<file path="config.mk">
export PLATFORM = sky130hd
export DESIGN_NAME = dram_write_serializer
export DESIGN_NICKNAME = d
export VERILOG_FILES = /design/src/rtl/dram_write_serializer.sv
export SDC_FILE = /design/constraint.sdc
export NUM_CORES = 2
export LEC_CHECK = 0
export ABC_AREA = 1
export CORE_UTILIZATION = 35
export DETAILED_ROUTE_END_ITERATION = 12
export PLACE_DENSITY = 0.52
export SLEW_MARGIN = 40
export SYNTH_ARGS = -nofsm -noshare
export SYNTH_HDL_FRONTEND = slang
export SYNTH_SLANG_ARGS = --single-unit
export TNS_END_PERCENT = 1
</file>
<file path="constraint.sdc">
create_clock -name i_clk -period 27.2 [get_ports i_clk]
set_clock_uncertainty 0.15 [all_clocks]
set_input_delay 2.72 -clock i_clk [delete_from_list [all_inputs] [get_ports i_clk]]
set_output_delay 2.72 -clock i_clk [all_outputs]
set_load 0.01 [all_outputs]
</file>
<file path="src/rtl/dram_write_serializer.sv">
// Purpose: joins dramwd vectors with their address/lane-mask, queues them, and emits masked DRAM write beats.
// Latency: a vector accepted on edge T into an empty queue shows its first beat (dramw_rdy=1) after edge T+1.
// Backpressure: a stalled beat freezes the output register, beat index and queue head; inputs stall when full.
//
// Ports:
//   i_clk, i_rst                                  clock, synchronous active-high reset
//   dramwd_rdy/dramwd_ack, i_dramwd               write-vector handshake and VSIZE x DBW lane data
//   dramwa_rdy/dramwa_ack, i_dramwa_addr/_mask    address handshake, lane-0 word address, per-lane enables
//   dramw_rdy/dramw_ack, o_dramw_addr/_data/_mask registered DRAM beat: address of beat lane 0, BLANES lanes, enables
//   o_idle                                        registered: queue empty and no beat pending

// Small generic synchronous FIFO. Head is read combinationally from storage.
// Latency: a push is visible at the head one cycle later.
// Backpressure: none internally; the caller must not push when full or pop when empty.
module wsr_fifo #(
  parameter int W     = 8,
  parameter int DEPTH = 4
) (
  input  logic                     clk,
  input  logic                     rst,
  input  logic                     push_vld,
  input  logic [W-1:0]             push_dat,
  input  logic                     pop,
  output logic [W-1:0]             head_dat,
  output logic [$clog2(DEPTH):0]   count
);
  localparam int AW = $clog2(DEPTH);
  localparam int CW = AW + 1;

  logic [W-1:0]  mem [DEPTH];
  logic [AW-1:0] wr_ptr;
  logic [AW-1:0] rd_ptr;

  always_ff @(posedge clk) begin
    if (rst) begin
      wr_ptr <= '0;
      rd_ptr <= '0;
      count  <= '0;
    end else begin
      if (push_vld) wr_ptr <= wr_ptr + AW'(1);
      if (pop)      rd_ptr <= rd_ptr + AW'(1);
      count <= count + CW'(push_vld) - CW'(pop);
    end
  end

  always_ff @(posedge clk) begin
    if (push_vld && !rst) mem[wr_ptr] <= push_dat;
  end

  assign head_dat = mem[rd_ptr];
endmodule

module dram_write_serializer #(
  parameter int VSIZE  = 32,
  parameter int DBW    = 16,
  parameter int GBW    = 32,
  parameter int BLANES = 8,
  parameter int DEPTH  = 4
) (
  input  logic                          i_clk,
  input  logic                          i_rst,
  input  logic                          dramwd_rdy,
  output logic                          dramwd_ack,
  input  logic [VSIZE-1:0][DBW-1:0]     i_dramwd,
  input  logic                          dramwa_rdy,
  output logic                          dramwa_ack,
  input  logic [GBW-1:0]                i_dramwa_addr,
  input  logic [VSIZE-1:0]              i_dramwa_mask,
  output logic                          dramw_rdy,
  input  logic                          dramw_ack,
  output logic [GBW-1:0]                o_dramw_addr,
  output logic [BLANES-1:0][DBW-1:0]    o_dramw_data,
  output logic [BLANES-1:0]             o_dramw_mask,
  output logic                          o_idle
);
  localparam int NB = VSIZE / BLANES;
  localparam int BW = (NB > 1) ? $clog2(NB) : 1;
  localparam int CW = $clog2(DEPTH) + 1;

  typedef struct packed {
    logic [GBW-1:0]            addr;
    logic [VSIZE-1:0]          mask;
    logic [VSIZE-1:0][DBW-1:0] data;
  } entry_t;

  entry_t                     push_dat;
  entry_t                     head;
  logic [CW-1:0]              count;
  logic [CW-1:0]              count_nxt;
  logic                       push_vld;
  logic                       pop;
  logic                       load_ok;
  logic                       found;
  logic                       more;
  logic [BW-1:0]              kidx;
  logic [BW-1:0]              bidx;
  logic [GBW-1:0]             beat_addr;
  logic [BLANES-1:0][DBW-1:0] beat_data;
  logic [BLANES-1:0]          beat_mask;
  logic                       rdy_nxt;
  logic                       idle_nxt;

  // Both sides are consumed together; the full check uses the pre-pop count.
  assign push_vld   = dramwd_rdy && dramwa_rdy && (count < CW'(DEPTH)) && !i_rst;
  assign dramwd_ack = push_vld;
  assign dramwa_ack = push_vld;
  assign push_dat   = '{addr: i_dramwa_addr, mask: i_dramwa_mask, data: i_dramwd};

  wsr_fifo #(
    .W     ($bits(entry_t)),
    .DEPTH (DEPTH)
  ) u_fifo (
    .clk      (i_clk),
    .rst      (i_rst),
    .push_vld (push_vld),
    .push_dat (push_dat),
    .pop      (pop),
    .head_dat (head),
    .count    (count)
  );

  // Lowest non-empty slice at or after bidx, and whether any later one remains.
  always_comb begin
    found = 1'b0;
    more  = 1'b0;
    kidx  = '0;
    for (int j = 0; j < NB; j++) begin
      if (j >= int'(bidx) && head.mask[j*BLANES +: BLANES] != '0) begin
        if (!found) begin
          found = 1'b1;
          kidx  = BW'(j);
        end else begin
          more = 1'b1;
        end
      end
    end
  end

  assign load_ok   = (!dramw_rdy || dramw_ack) && (count != '0);
  // The head leaves when its last live beat is loaded, or at once if nothing is left.
  assign pop       = load_ok && (!found || !more);
  assign beat_addr = head.addr + GBW'(int'(kidx) * BLANES);
  assign beat_data = head.data[int'(kidx)*BLANES +: BLANES];
  assign beat_mask = head.mask[int'(kidx)*BLANES +: BLANES];

  assign rdy_nxt   = load_ok ? found : (dramw_rdy && !dramw_ack);
  assign count_nxt = count + CW'(push_vld) - CW'(pop);
  assign idle_nxt  = (count_nxt == '0) && !rdy_nxt;

  always_ff @(posedge i_clk) begin
    if (i_rst) begin
      dramw_rdy    <= 1'b0;
      bidx         <= '0;
      o_dramw_addr <= '0;
      o_dramw_data <= '0;
      o_dramw_mask <= '0;
      o_idle       <= 1'b1;
    end else begin
      dramw_rdy <= rdy_nxt;
      o_idle    <= idle_nxt;
      if (load_ok) begin
        if (found) begin
          o_dramw_addr <= beat_addr;
          o_dramw_data <= beat_data;
          o_dramw_mask <= beat_mask;
          bidx         <= more ? (kidx + BW'(1)) : '0;
        end else begin
          bidx <= '0;
        end
      end
    end
  end
endmodule

</file>
---- After elaboration in Yosys (flattened, before gate mapping) ----
Memory sizes are Yosys's and may differ from the RTL's. A register that Yosys moved wholly into a read port is not among the register bits.
Index checks and enable logic that the tools add are counted.
storage, ports and cells
  register bits after elaboration ......... 179
  RAM bits ................................ 2304
  input port bits ......................... 581
  output and inout port bits .............. 172
  word-level logic and storage cells ...... 93
  memories ................................ 1
cells by class
  add/sub/neg operators ................... 6
  order comparisons ....................... 4
  shifts and indexed selects .............. 17
  multiplexer cells ....................... 23
  reductions and logical operators ........ 26
memory list
  memory      words  bits a word  read ports  clocked after Yosys merged registers in  wr ports  line  text
  u_fifo.mem  4      576          1           1                                        1         30    logic [W-1:0] mem [DEPTH];
operators with widths
  operator               number
  $shiftx A32 B6 Y8      17
  $add A32 B5 Y32        1
  $reduce_bool A8 Y1     4
  $mux W2                8
  $mux W1                15
  $logic_and A1 B1 Y1    11
  $add A2 B1 Y2 const B  3
  $logic_not A1 Y1       6
  $ge A1 B2 Y1 const A   2
  $add A3 B1 Y3          1
  $logic_not A3 Y1       1
  $lt A3 B3 Y1 const B   1
  $reduce_bool A3 Y1     1
  $sub A3 B1 Y3          1
  $ge A2 B2 Y1 const A   1
  $logic_or A1 B1 Y1     2
  $reduce_and A2 Y1      1

---- Depth between registers and ports, before layout ----
  word-level depth ........................ 15
  depth in mapped cells ................... 29
  mapped depth without buffers ............ 25

---- By module ----
Synthesis repeated with hierarchy kept, for this count alone.
unflattened totals
  cells, all modules ...................... 9472
  area, all modules ....................... 104626.6 µm²
modules (own cells, without submodules)
  module                 times used  cells each  area an instance (µm²)  sequential area each (µm²)
  wsr_fifo               1           6775        90297.9                 69366.5
  dram_write_serializer  1           2697        14328.7                 3443.3

---- Least setup slack after synthesis ----
No wires, ideal clock.
  path type ............................... input to register
  start ................................... in i_rst
  end ..................................... mem u_fifo.mem[0][0] (netlist bit) (enable)
  setup time .............................. 1533 ps
  arrival time ............................ 27156 ps
  data required time ...................... 25517 ps
  setup slack ............................. -1638 ps
  cell stages on the path ................. 4
  buffers on the path ..................... 1
  path through ............................ clkbuf_1 -> inv_1 -> nand4_1 -> nor2_1
between the ends
  longest elaborated chain between the ends .. 5
ends and longest elaborated chain
  what                             line     text
  start, declared                  61       input logic i_rst,
  $logic_not A1 Y1 *               47, 104
  $logic_and A1 B1 Y1              104      assign push_vld = dramwd_rdy && dramwa_rdy && (count < CW'(DEPTH)) && !i_rst;
  $logic_and A1 B1 Y1 *            47       if (push_vld && !rst) mem[wr_ptr] <= push_dat;
  $mux W1 *                        47
  $mux W1 (implied by the code) *  47
  end, declared                    30
Every way passes the cells marked *; elsewhere a longest branch is shown, timed or not.

---- Worst setup path after layout ----
  start ................................... in i_rst
  end ..................................... out dramwd_ack
between the ends
  longest elaborated chain between the ends .. 2
ends and longest elaborated chain
  what                 line  text
  $logic_not A1 Y1     104
  $logic_and A1 B1 Y1  104
  end, declared        63    output logic dramwd_ack,
Every way passes these cells.

==> results list <==
- Summing every instance area after synthesis gives 99400 um^2.
- In the finished design, the share of the clock period the worst path needs comes to 29.8%.
* Part of the Yosys area used for sequential elements: between 70 and 80%
- Insertion delay of the later-clocked pin in the worst-skew pair: 0.88 ns
* Maximum net fanout on the critical path: 47
* Vias in the first global route: around 63000
- Global placer's final weighted congestion: 0.807
- Synthesis Warnings: 0
* Leak: 0.0427 uW
- Power spread over the standard cell area amounts to between 70 and 80 nW/um^2.
- For this block, the initial DRC count from the detailed router was 5888.
- Number of flip-flops and latches in the synthesized netlist: about 2500
* Placement row count: 195
- # hold bufs at CTS: 0
- Predominant post-synthesis flop cell: edfxtp_1
- Final core utilization: 42.4%
- Critical Path Sink Type: primary output
- Number of hold violations in the final report: 0
- Counting flops with an async set or reset pin after synthesis yields a share of 0%.
- Clock-pin slew was measured on the worst setup and hold paths at 0.05 ns.
- The number of antenna violations at the first check in global routing is around 100.
- After synthesis, the cell types taking the most area are edfxtp_1 (70%), o21ai_0 (5.4%), nor2_1 (5.3%).
- Most frequent cells after synthesis: edfxtp_1 (2304), nor2_1 (1410), o21ai_0 (1069)
- In this run the remaining antenna-violating nets after routing total 0.
- The flow ran to the end, and the final reports show no timing, DRC or antenna violations.
- Total setup buffers inserted after CTS: 0
- A synthesized cell averages roughly 12 um^2.
- Transition time at the pin with the least slew margin: 0.922 ns
* Number of maximum-capacitance constraint violations: 0
- Timing would allow up to 123 MHz.
- Summed over all layers, the global routing overflow is 0.
* Wire length of the first global-routing pass: 433000 um
- After detailed routing, the number of remaining DRC violations is 0.
- The H-tree generated during clock tree synthesis spans 5 levels.
- Die Height: 535 um
- Sum of routed wire length over all layers: 299000 um
* TritonRoute pass-1 iters: 6
- The number of nets in the synthesized netlist is 8971.
- Half-perimeter wire length of the detailed placement result: 175000 um
- Buffers placed on the I/O ports in this run total between 700 and 800.
- Area of the core: between 200000 and 300000 um^2
- Using the TritonRoute via totals, the vias-per-cell ratio works out to between 5 and 6.
- CTS Buf Count: 278
* Placed Cells incl. Taps: roughly 12000
- Maximum vdd drop: ~0.052 mV
- The biggest area contributor in the post-synthesis netlist is edfxtp_1.
* Portion of synthesized cell area occupied by the leading cell type: 69.6%
* WP data required: 24.33 ns
- For this run, the total global-route usage over all layers was measured as 20.2%.
* Worst-case headroom to the max-slew limit: 38.5%
- In this run, synthesis inferred around 2300 flip-flops with an integrated enable.
* Total I/O pin count: 753
- The initial utilization of the core area, before any placement, comes to a little over a third.
- X dimension of the die: 535 um
- Count of clock tree sinks: 2485
* Maximum clock path buffer count: 4
- Cells with a size suffix above 1 make up ~5.7% of the layout.
- Nature of the critical path startpoint: primary input
- Detailed routing inserted a total of 66400 vias.
* Area delta synth->final: 20.3%
* Clock tree from TritonCTS: yes
* Shortest period the worst path allows: 8.11 ns
- Setup violations remaining at the end of the flow were counted as 0.
* Number of max-slew violations in the final report: 0
* Count leader, synth: edfxtp_1
- After synthesis, the netlist uses 29 different library cells.
- Average wire per cell in the routed design: 23.0 um
- Non-filler instance count after layout: 13000
* Hold Path Class: register to register
- The root buffer cell chosen for the clock tree is clkbuf_16.
- Gate count of the mapped netlist: 8380
* Cells resized by post-CTS repair: 0
- Full die area: 286000 um^2
* Worst reg2reg setup slack: 20.89 ns
- RSZ-0062 raised after global routing: false
- Count of nets after finishing: between 9000 and 10000
- Arrival time of the worst setup path: 5.24 ns
* Pin count of the biggest net entering global routing: 213
- The worst setup path is of the primary input to primary output kind.
metal layers:
| layer | vias up | wire [um] | global-route usage [%] | share of wire, % |
|---|---|---|---|---|
| met3 | 504 | 19700 | 3.96 | 6.6 |
| met1 | 33000 | 135000 | 28.6 | 45 |
| met4 | 72 | 6630 | 4.61 | 2.2 |
| met2 | 2059 | 137000 | 32.0 | 46 |
| met5 | - | 468 | 0 | 0.16 |
| li1 | 30800 | - | - | - |
sequential cells by signal, indices dropped and copies added (netlist names), named ones only:
| name | cells |
|---|---|
| dramw_rdy | 1 |
| o_idle | 1 |
| o_dramw_mask | 8 |
| u_fifo.count | 3 |
| u_fifo.rd_ptr | 2 |
| o_dramw_addr | 32 |
| bidx | 2 |
| o_dramw_data | 128 |
| u_fifo.wr_ptr | 2 |
| u_fifo.mem | 2304 |
area by class of cell:
cell class	instances	area [um^2]
fillers	26000	163000
clock buffers	399	7680
multi-input cells	4654	21500
flip-flops and latches	2485	72800
clock inverters	112	1240
inverters	682	2600
diodes	28	70.1
well taps	3743	4680
repair buffers	871	9000
stage by stage:
| step | TNS [ns] | hold slack [ns] | area [um^2] | total power [uW] | setup slack, ns |
|---|---|---|---|---|---|
| floorplan | -3774.88 | 0.308 | 99400 | 4630 | -1.64 |
| global placement | 0 | 0.325 | 110000 | 4870 | 17.87 |
| detailed placement | 0 | 0.321 | 110000 | 4880 | 18.47 |
| CTS | 0 | 0.333 | 119000 | 8560 | 19.06 |
| global route | 0 | 0.354 | 120000 | 8760 | 18.89 |
| finish | 0 | 0.329 | 120000 | 8480 | 19.09 |
power by group:
part	switching [uW]	internal (uW)
Sequential	38.7	4250
Combinational	305	204
Clock	1550	2130
logic make-up after synthesis:
logic type	Yosys count	synth area share, %
AO/OA/AOI/OAI	1617	8.80
XOR/XNOR	27	0.238
adder cells (fa/ha/maj)	10	0.141
buffers and inverters	1241	5.18
flip-flops	2485	73.2
AND/OR/NAND/NOR	3000	12.4
final timing paths:
| path | start | cells after the start | end |
|---|---|---|---|
| worst max-delay path | i_rst | 5 | dramwd_ack |
| worst min-delay path | o_dramw_addr[12] | 2 | o_dramw_addr[12] |
| worst max register to register | register | 18 | o_dramw_data[48] |
| worst min register to register | o_dramw_addr[12] | 2 | o_dramw_addr[12] |
critical path, stage by stage:
cell	delay [ns]
buf_6	0.23
inv_1	0.63
nand4_1	0.73
inv_1	0.32
clkdlybuf4s50_1	0.58
cells in the final DEF (no fill, tap or decap), types with 16 or more instances in the layout:
cell	count
clkdlybuf4s50_1	751
buf_12	16
clkbuf_16	281
dfxtp_1	179
nand2_1	761
clkbuf_8	20
clkinv_1	31
clkinv_2	33
o21ai_0	1069
nor2_1	1405
edfxtp_1	2304
o22ai_1	520
a21oi_1	26
xor2_1	19
diode_2	28
buf_6	36
clkbuf_1	97
nand3_1	804
inv_1	679
buf_4	53
Note: power is estimated with default switching activity, not from simulation.
